[config.mk]
export PLATFORM = sky130hd
export DESIGN_NAME = speed_ramp
export DESIGN_NICKNAME = d
export VERILOG_FILES = /design/src/rtl/speed_ramp.sv
export SDC_FILE = /design/constraint.sdc
export NUM_CORES = 1
export LEC_CHECK = 0
export ABC_AREA = 1
export CORE_MARGIN = 1
export CORE_UTILIZATION = 45
export DETAILED_ROUTE_END_ITERATION = 6
export PLACE_DENSITY = 0.65
export SYNTH_ARGS = -nofsm -noshare
export SYNTH_HDL_FRONTEND = slang
export SYNTH_SLANG_ARGS = --single-unit
[constraint.sdc]
create_clock -name clk -period 4.4 [get_ports clk]
set_input_delay 0.66 -clock clk [delete_from_list [all_inputs] [get_ports clk]]
set_output_delay 0.66 -clock clk [all_outputs]
set_load 0.01 [all_outputs]
[src/rtl/speed_ramp.sv]
// speed_ramp: rate-limited left/right speed setpoint ramp with tick-paced stepping.
// Define SPEED_RAMP_ESTOP_EN to enable the emergency-stop (STOP) deceleration state.
`ifndef CLK_FREQ
`define CLK_FREQ 50000000
`endif
`ifndef PID_SPEED_FREQ
`define PID_SPEED_FREQ 1000
`endif
`ifndef PID_RES
`define PID_RES 16
`endif

module speed_ramp #(
    parameter int clk_freq  = `CLK_FREQ,
    parameter int ramp_freq = `PID_SPEED_FREQ,
    parameter int pid_res   = `PID_RES
) (
    input  logic               clk,
    input  logic               rst,
    input  logic               clr,
    input  logic               en,
    input  logic [pid_res-1:0] tgtL_i,
    input  logic [pid_res-1:0] tgtR_i,
    input  logic [pid_res-1:0] acc_i,
    input  logic               valid_i,
    output logic               ready_o,
    input  logic               estop_i,
    output logic [pid_res-1:0] speedL_o,
    output logic [pid_res-1:0] speedR_o,
    output logic               busy_o,
    output logic               done_o
);
    localparam int n  = clk_freq / ramp_freq;
    localparam int cw = n > 1 ? $clog2(n) : 1;
    localparam logic [cw-1:0] last = cw'(n - 1);
    localparam logic [1:0] IDLE = 2'd0;
    localparam logic [1:0] RAMP = 2'd1;
    localparam logic [1:0] STOP = 2'd2;

    logic [1:0] state;
    logic [cw-1:0] cnt;
    logic signed [pid_res-1:0] cur_l, cur_r, tgt_l, tgt_r, nl, nr;
    logic [pid_res-1:0] acc;
    logic tick, accept;

    // Steps cur toward tgt by at most step; the result always lies between cur and tgt,
    // so modular pid_res-bit arithmetic is exact. step == 0 jumps straight to tgt.
    function automatic logic signed [pid_res-1:0] step_to(
        input logic signed [pid_res-1:0] cur,
        input logic signed [pid_res-1:0] tgt,
        input logic [pid_res+1:0] step
    );
        logic signed [pid_res:0] diff;
        logic [pid_res:0] mag;
        logic signed [pid_res-1:0] sum;
        diff = {tgt[pid_res-1], tgt} - {cur[pid_res-1], cur};
        mag = diff[pid_res] ? -diff : diff;
        sum = diff[pid_res] ? cur - step[pid_res-1:0] : cur + step[pid_res-1:0];
        return (step == '0 || {1'b0, mag} <= step) ? tgt : sum;
    endfunction

    assign tick     = en && cnt == last;
    assign ready_o  = state != STOP;
    assign busy_o   = state != IDLE;
    assign accept   = valid_i && ready_o;
    assign speedL_o = cur_l;
    assign speedR_o = cur_r;
    assign nl = step_to(cur_l, tgt_l, {2'b00, acc});
    assign nr = step_to(cur_r, tgt_r, {2'b00, acc});

`ifdef SPEED_RAMP_ESTOP_EN
    localparam logic [pid_res+1:0] cap = {3'b001, {(pid_res-1){1'b0}}};
    logic [pid_res+1:0] stop_step;
    logic signed [pid_res-1:0] sl, sr;
    assign stop_step = {acc, 2'b00} > cap ? cap : {acc, 2'b00};
    assign sl = step_to(cur_l, '0, stop_step);
    assign sr = step_to(cur_r, '0, stop_step);
`else
    logic unused_estop;
    assign unused_estop = estop_i;
`endif

    always_ff @(posedge clk or negedge rst) begin
        if (!rst) begin
            state <= IDLE;
            cnt   <= '0;
            cur_l <= '0;
            cur_r <= '0;
            tgt_l <= '0;
            tgt_r <= '0;
            acc   <= '0;
            done_o <= 1'b0;
        end else if (clr) begin
            state <= IDLE;
            cnt   <= tick ? '0 : cnt + cw'(1);
            cur_l <= '0;
            cur_r <= '0;
            tgt_l <= '0;
            tgt_r <= '0;
            done_o <= 1'b0;
        end else if (en) begin
            cnt <= tick ? '0 : cnt + cw'(1);
            done_o <= 1'b0;
`ifdef SPEED_RAMP_ESTOP_EN
            if (estop_i || state == STOP) begin
                if (tick) begin
                    cur_l <= sl;
                    cur_r <= sr;
                end
                if (!estop_i && cur_l == '0 && cur_r == '0) begin
                    state <= IDLE;
                    tgt_l <= '0;
                    tgt_r <= '0;
                end else
                    state <= STOP;
            end else
`endif
            begin
                if (accept) begin
                    tgt_l <= tgtL_i;
                    tgt_r <= tgtR_i;
                    acc   <= acc_i;
                    state <= RAMP;
                end
                // A tick updates from the targets latched before any same-cycle offer
                if (tick && state == RAMP) begin
                    cur_l <= nl;
                    cur_r <= nr;
                    if (!accept && nl == tgt_l && nr == tgt_r) begin
                        done_o <= 1'b1;
                        state  <= IDLE;
                    end
                end
            end
        end
    end
endmodule

Word level (Yosys, flattened, before mapping)
Index checks and enable logic that the tools add are counted.

$add $sub $neg: 9. Magnitude comparators: 2. Equal/unequal tests: 5. Mux-type cells: 30. Bitwise operators: 1. Reductions and logical operators: 16.

Operators by type and width (count): $mux W16 (19); $le A17 B16 Y1 (2); $mux W17 (2); $neg A17 Y17 (2); $sub A16 B16 Y17 (2); $add A16 B16 Y16 (2); $eq A16 B16 Y1 (2); $sub A16 B16 Y16 (2); $add A16 B1 Y16 const B (1); $eq A16 B16 Y1 const B (1); $logic_not A16 Y1 (1); $mux W2 (5); $reduce_bool A2 Y1 (4); $logic_and A1 B1 Y1 (5); $mux W1 (4); $reduce_and A2 Y1 (2); $reduce_and A3 Y1 (1); $eq A2 B1 Y1 const B (1); $logic_or A1 B1 Y1 (2); $ne A2 B2 Y1 const B (1); $logic_not A1 Y1 (1); $not A1 Y1 (1).

Register bits after elaboration: 99.

Depth between registers and ports, before layout
Gate-level depths: netlist of run 1.

Depth in word-level cells: 13. Gate-level depth with buffers: 43. Gate-level depth less buffers: 42.

Worst setup path after synthesis of run 1
OpenSTA, ideal clock, no wires.

Path kind: register -> register. Start: register cur_l[0] (netlist: speedL_o[0]). End: register state[0]. Library setup time: 116 ps. Arrival time: 4207 ps. Data required time: 4284 ps. Slack: 76 ps. Cell stages (with the launch flop): 30. Path through: dfrtp_1 > ha_1 > fa_1 > inv_1 > nand3_1 > nand2_1 > nand2_1 > nand2_1 > nand3_1 > nand2_1 > nand2_1 > nand2_1 > buf_2 > buf_1 > o21ai_0 > fa_1 > nor3_1 > nor2_1 > o21ai_0 > a21oi_1 > xnor2_1 > inv_1 > nand4_1 > nand2_1 > nor2_1 > nand4_1 > nor2_1 > nand2_1 > nand2_1 > nand2_1.

Word-level cells in the longest chain between the ends: 13. Elaborated cells on any way between the ends: 16.

RTL lines: start, declared (line 42) `logic signed [pid_res-1:0] cur_l, cur_r, tgt_l, tgt_r, nl, nr;`; start signal, assigned (line 127) `cur_l <= nl;`; $sub A16 B16 Y17 (line 56) `diff = {tgt[pid_res-1], tgt} - {cur[pid_res-1], cur};`; $neg A17 Y17 (line 57) `mag = diff[pid_res] ? -diff : diff;`; $mux W17 (line 57); $le A17 B16 Y1 (line 59) `return (step == '0 || {1'b0, mag} <= step) ? tgt : sum;`; $logic_or A1 B1 Y1 (line 59); $mux W16 * (line 59); $eq A16 B16 Y1 * (line 129) `if (!accept && nl == tgt_l && nr == tgt_r) begin`; $logic_and A1 B1 Y1 * (2 in a row) (line 129); $mux W2 * (line 129); $mux W2 * (line 126) `if (tick && state == RAMP) begin`; $mux W2 * (line 101) `end else if (en) begin`; $mux W2 * (line 93) `end else if (clr) begin`; end signal, assigned (line 94) `state <= IDLE;`; end signal, assigned (line 123) `state <= RAMP;`; end signal, assigned (line 131) `state <= IDLE;`; end, declared (line 40) `logic [1:0] state;`.

Every way passes the cells marked *; elsewhere a longest branch is shown, timed or not. The select of a mux whose other input is x is not followed. A chain may end at the register's enable or synchronous reset.

Worst setup path in the final report of run 1
Start: register tgt_l[0]. End: register state[0].

Word-level cells in the longest chain between the ends: 13. Elaborated cells on any way between the ends: 14.

RTL lines: start, declared (line 42); start signal, assigned (line 120) `tgt_l <= tgtL_i;`; $sub A16 B16 Y17 (line 56); $neg A17 Y17 (line 57); $mux W17 (line 57); $le A17 B16 Y1 (line 59); $logic_or A1 B1 Y1 (line 59); $mux W16 (line 59); $eq A16 B16 Y1 * (line 129); $logic_and A1 B1 Y1 * (2 in a row) (line 129); $mux W2 * (line 129); $mux W2 * (line 126); $mux W2 * (line 101); $mux W2 * (line 93).

Marked as above.

==> flow_summary.json, run 1 <==
{
  "seqCellArea_mm2": 0.00248,
  "vias": 12247,
  "core_mm2": 0.0227,
  "initial_core_util": 0.461,
  "ys_types": 48,
  "powerDensity_mw_per_mm2": 503,
  "drcViolationCount": 0,
  "finalHoldViolCount": 0,
  "period_share": 1.07,
  "synth_ff_type": "dfrtp_1",
  "hpwlAfterDp_um": 28400,
  "syn_avg_cell_area_um2": 6.40,
  "design_area_mm2": 0.0154,
  "layout.cells.non_filler": 2326,
  "grt_max_degree": 48,
  "syn_nets": 1794,
  "nets": 2192,
  "drt_wl_total_um": 36900,
  "cts_inserted_buffers": 9,
  "synth.top_cell.area_share": 0.236,
  "via_per_inst": 5.27,
  "reg2reg_slack_ns": -0.30,
  "leakagePower_nw": 8.19,
  "startpoint_type": "register",
  "globalplace.congestion": 0.931,
  "gr-usage-all-layers": 0.301,
  "drv_cap": 0,
  "grt_pass1_wl_um": 56200,
  "syn-cell-area_mm2": 0.0105,
  "cts.sinks": 99,
  "area_delta_synth_final_pct": 47.0,
  "critPathMaxFanout": 5,
  "cts_buffer_depth": 2,
  "worst_pin_slew_ns": 1.03,
  "fmax_mhz": 213,
  "drt_pass1_iterations": 5,
  "io_buffers": 87,
  "cts-root-buf": "clkbuf_16",
  "outcome": "finished with violations",
  "crit_top_cell": "nand2_1",
  "ios": 89,
  "clk_pin_slew_ns": 0.09,
  "crit_required_ns": 4.67,
  "yosys-top-cells-area": "dfrtp_1 24%, nand2_1 16%, ha_1 12%",
  "layout_min_cycle_time_ns": 4.70,
  "fp.dieW_um": 155,
  "ctsHtreeMaxLevel": 3,
  "dieHeight_um": 155,
  "syn_inst": 1638,
  "postCtsHoldBufs": 0,
  "dp_cells": 2271,
  "ys_async_sr_fraction": 1.00,
  "grt_antenna_before_repair": 0,
  "finClkSkew_ns": 0.0171,
  "layout_commonest_cell": "nand2_1",
  "slew_headroom": 0.314,
  "finalMaxSlewViolations": 0,
  "synth_compound_area_frac": 0.139,
  "crit_path_max_incr_delay_ns": 0.41,
  "violations": "negative setup slack",
  "grt_pass1_vias": 11059,
  "fill_cells": 1978,
  "postPlaceCellArea_mm2": 0.0138,
  "diodes": 0,
  "end_kind": "register",
  "ys_seq_area_frac": 0.236,
  "synth_mux_area_frac": 0,
  "worst_slack_ns": -0.305,
  "synth_fa_ha_area_frac": 0.125,
  "clock_latency_ns": 0.38,
  "drtIter0Drc": 890,
  "grt_overflow": 0,
  "path_class": "register to register",
  "synth-simple-area-share": 0.321,
  "critical_path_arrival_ns": 4.98,
  "finalSetupViolCount": 24,
  "hold_class": "input port to async pin",
  "rsz0062_at_grt": "true",
  "fin_tns_setup_ns": -2.35,
  "ys_warn_count": 0,
  "ir_worst_vdd_mv": 0.353,
  "synth-edff-count": 0,
  "hold_slack_ns": 0.271,
  "cts_tree": "done",
  "layout-drive-gt1-share": 0.264,
  "synth_top_area_cell": "dfrtp_1",
  "synth_xor_area_frac": 0.0568,
  "row_count": 55,
  "postRouteAntennaNets": 0,
  "layout_common_cells": "410 x nand2_1, 306 x buf_4, 263 x inv_1",
  "slowest_stage": "fa_2",
  "place_ws_ns": -0.499,
  "die_area_mm2": 0.0239,
  "synth_top_family_by_area": "simple AND/OR/NAND/NOR gates",
  "post_drt_wl_per_cell_um": 15.9,
  "ys_ff_latch": 99,
  "multiInputGateArea_mm2": 0.00751
}
-- stage by stage --
| stage | utilization | power [mW] |
|---|---|---|
| 2_1_floorplan | - | 3.52 |
| 3_3_place_gp | 0.608 | 5.16 |
| 4_1_cts | 0.634 | 6.34 |
| 5_1_grt | 0.678 | 8.28 |
| 3_5_place_dp | 0.608 | 5.23 |
| 6_report | 0.678 | 7.75 |
-- routing by layer --
| metal | global-route usage | share of wire |
|---|---|---|
| met1 | 0.433 | 0.47 |
| met2 | 0.485 | 0.45 |
| met3 | 0.0401 | 0.064 |
| met4 | 0.0495 | 0.021 |
| met5 | 0 | 0 |
-- state kept, by name, indices dropped and copies added (netlist names) --
name      cells
tgt_l        16
tgt_r        16
speedR_o     16
speedL_o     16
done_o        1
state         2
acc          16
cnt          16
-- area by class of cell --
type | count | area share
Multi-Input combinational cell | 1213 | 0.487
Timing Repair Buffer | 424 | 0.236
Sequential cell | 99 | 0.161
Inverter | 288 | 0.0714
Tap cell | 285 | 0.0231
Clock buffer | 9 | 0.0146
Clock inverter | 7 | 0.00609
Timing Repair inverter | 1 | 0.000569
-- worst max-delay path: cells and delay by family, from the launching register on --
family	cells	cell delay, ns
AND/OR/NAND/NOR	27	2.60
adder cells (fa/ha/maj)	3	0.89
buffers and inverters	4	0.39
flip-flops	1	0.37
AO/OA/AOI/OAI	1	0.18
XOR/XNOR	1	0.15
-- power breakdown --
part | internal (mW) | switching [mW] | total (mW) | leakage (nW)
registers | 0.985 | 0.0964 | 1.08 | 1.31
logic | 2.62 | 3.18 | 5.80 | 6.72
clock network | 0.415 | 0.457 | 0.871 | 0.154
total | 4.02 | 3.73 | 7.75 | 8.19
-- synthesized netlist by cell type, types with 5 or more instances --
cell type	number
nand2_1	449
ha_1	98
nand3_1	101
nor3_1	19
clkbuf_1	24
nor2_1	104
buf_2	9
o21ai_0	139
a21oi_1	74
dfrtp_1	99
nand4_1	70
o22ai_1	30
clkinv_1	5
xnor2_1	11
xor2_1	57
inv_1	270
inv_2	12
-- worst paths after layout --
kind                          start     endpoint  cells after the start
max                        tgt_l[0]     state[0]                     36
min                             rst     tgt_r[0]                      1
max reg2reg                tgt_l[0]     state[0]                     36
min reg2reg                  done_o       done_o                      2
max in group asynchronous       rst  speedL_o[7]                      2
min in group clk             done_o       done_o                      2
-- repair_timing --
item,4_1_cts,5_1_grt
pin swaps,24,73
gates resized for setup,57,199
endpoints found under the setup margin,31,34
buffers inserted,10,25
cloned,1,6
-- cells by family after synthesis --
kind of cell,after synthesis
AND/OR/NAND/NOR,771
AO/OA/AOI/OAI,271
buffers and inverters,327
flip-flops,99
adder cells (fa/ha/maj),102
XOR/XNOR,68
No activity file was read; power rests on OpenSTA's default activity.
==> inputs of run 2 (changes only) <==
Settings changed: CORE_MARGIN 1 to unset, PLACE_DENSITY 0.65 to 0.76.
==> flow_summary.json, run 2 (same netlist as run 1, synthesis figures left out) <==
{
  "outcome": "finished with violations",
  "violations": "negative setup slack",
  "grt_pass1_vias": 11001,
  "ir_worst_vdd_mv": 0.328,
  "layout_common_cells": "417 x nand2_1, 262 x inv_1, 224 x buf_4",
  "worst_slack_ns": -0.313,
  "drcViolationCount": 0,
  "crit_top_cell": "nand2_2",
  "slew_headroom": 0.336,
  "cp-startpoint": "tgt_r[0]",
  "row_count": 55,
  "postRouteAntennaNets": 0,
  "path_class": "register to register",
  "dieHeight_um": 155,
  "grt_max_degree": 74,
  "area_delta_synth_final_pct": 40.4,
  "ios": 89,
  "routed.top_layer": "met4",
  "critical_path_arrival_ns": 4.97,
  "post_drt_wl_per_cell_um": 16.3,
  "startpoint_type": "register",
  "postPlaceCellArea_mm2": 0.0132,
  "drv_cap": 0,
  "vias": 12131,
  "finalHoldViolCount": 0,
  "slowest_stage": "fa_2",
  "grt_antenna_before_repair": 0,
  "cts.sinks": 99,
  "drt_pass1_iterations": 5,
  "fp.dieW_um": 155,
  "clk_pin_slew_ns": 0.08,
  "die_area_mm2": 0.0239,
  "leakagePower_nw": 7.73,
  "rsz0062_at_grt": "true",
  "drt-met1-wl_um": 15800,
  "cts-root-buf": "clkbuf_16",
  "finalMaxSlewViolations": 0,
  "ctsHtreeMaxLevel": 3,
  "diodes": 0,
  "grt_overflow": 0,
  "grt_pass1_wl_um": 55400,
  "nets": 2103,
  "globalplace.congestion": 0.945,
  "drt_wl_total_um": 36500,
  "dr_wl_met2_um": 16500,
  "clock_latency_ns": 0.36,
  "layout_min_cycle_time_ns": 4.71,
  "dr_wl_met3_um": 3320,
  "design_area_mm2": 0.0147,
  "finClkSkew_ns": 0.00785,
  "core_mm2": 0.0227,
  "gr-usage-all-layers": 0.293,
  "hpwlAfterDp_um": 27700,
  "rr_startpoint": "tgt_r[0]",
  "initial_core_util": 0.461,
  "period_share": 1.07,
  "cts_buffer_depth": 2,
  "layout_commonest_cell": "nand2_1",
  "end_kind": "register",
  "finalSetupViolCount": 10,
  "crit_required_ns": 4.66,
  "crit_path_max_incr_delay_ns": 0.41,
  "layout-drive-gt1-share": 0.230,
  "cts_tree": "done",
  "total_power_mw": 7.42,
  "worst_pin_slew_ns": 0.996,
  "fmax_mhz": 212,
  "powerDensity_mw_per_mm2": 504,
  "via_per_inst": 5.42,
  "cts_inserted_buffers": 9,
  "drtIter0Drc": 1114,
  "io_buffers": 87,
  "critPathMaxFanout": 8,
  "hold_class": "input port to async pin"
}
run 2: cell count changes in the layout (fill, tap and decap cells not counted), moves of 6 or more:
cell / previous run / this run
buf_4: 306 / 224
nor2_4: 5 / 13
o21ai_1: 10 / 19
nand2_1: 410 / 417
nor2_2: 19 / 13
nand2_2: 30 / 24
buf_6: 21 / 12
o21ai_0: 103 / 94
run 2: final timing paths:
check / to / slack (ns) / cells past startpoint
setup / recovery: state[0] / -0.31 / 34
hold / removal: cnt[11] / 0.46 / 1
setup reg to reg: state[0] / -0.31 / 34
hold reg to reg: done_o / 0.52 / 2
max in group asynchronous: speedL_o[9] / 2.99 / 2
min in group clk: done_o / 0.52 / 2
run 2: cell type report:
type                            instances  area (µm²)
Clock buffer                           10         229
Clock inverter                          6        67.6
Fill cell                            1903        7990
Inverter                              288        1100
Multi-Input combinational cell       1214        7560
Sequential cell                        99        2480
Tap cell                              285         357
Timing Repair Buffer                  333        2910
Timing Repair inverter                  2        17.5
run 2: stage by stage:
| step | setup WS (ns) | setup TNS (ns) | instances | hold slack, ns | util |
|---|---|---|---|---|---|
| global placement | -0.348 | -1.27 | 2187 | 0.495 | 0.580 |
| finish | -0.313 | -1.65 | 2237 | 0.457 | 0.648 |
| floorplan | 0.0761 | 0 | 1638 | 0.364 | - |
| global route | -0.638 | -8.16 | 2237 | 0.521 | 0.648 |
| detailed placement | -0.502 | -3.81 | 2187 | 0.498 | 0.580 |
| CTS | -0.188 | -0.329 | 2218 | 0.484 | 0.606 |
run 2: timing repair:
item | 4_1_cts | 5_1_grt
gates cloned | 4 | 3
endpoints found under the setup margin | 32 | 34
setup buffers | 11 | 17
gates resized for setup | 61 | 206
hold buffers | 0 | 0
pin swaps | 19 | 47
run 2: report_power, final:
group	internal, mW	switching (mW)
Clock	0.404	0.428
Combinational	2.37	3.12
Sequential	0.985	0.115
Total	3.76	3.67
run 2: routing by layer:
metal,vias up,global-route usage
met4,0,0.0717
met2,526,0.464
met3,56,0.0569
met1,5595,0.410
li1,5954,-
met5,-,0
run 2: critical path: cells and delay by family, from the launching register on:
family | cells | cell delay (ns)
buffers and inverters | 6 | 0.50
xor gates and xnor gates | 1 | 0.22
and+or+nand+nor | 20 | 2.22
adders and majority gates | 3 | 0.82
AOI/OAI and AO/OA | 4 | 0.46
DFF | 1 | 0.40
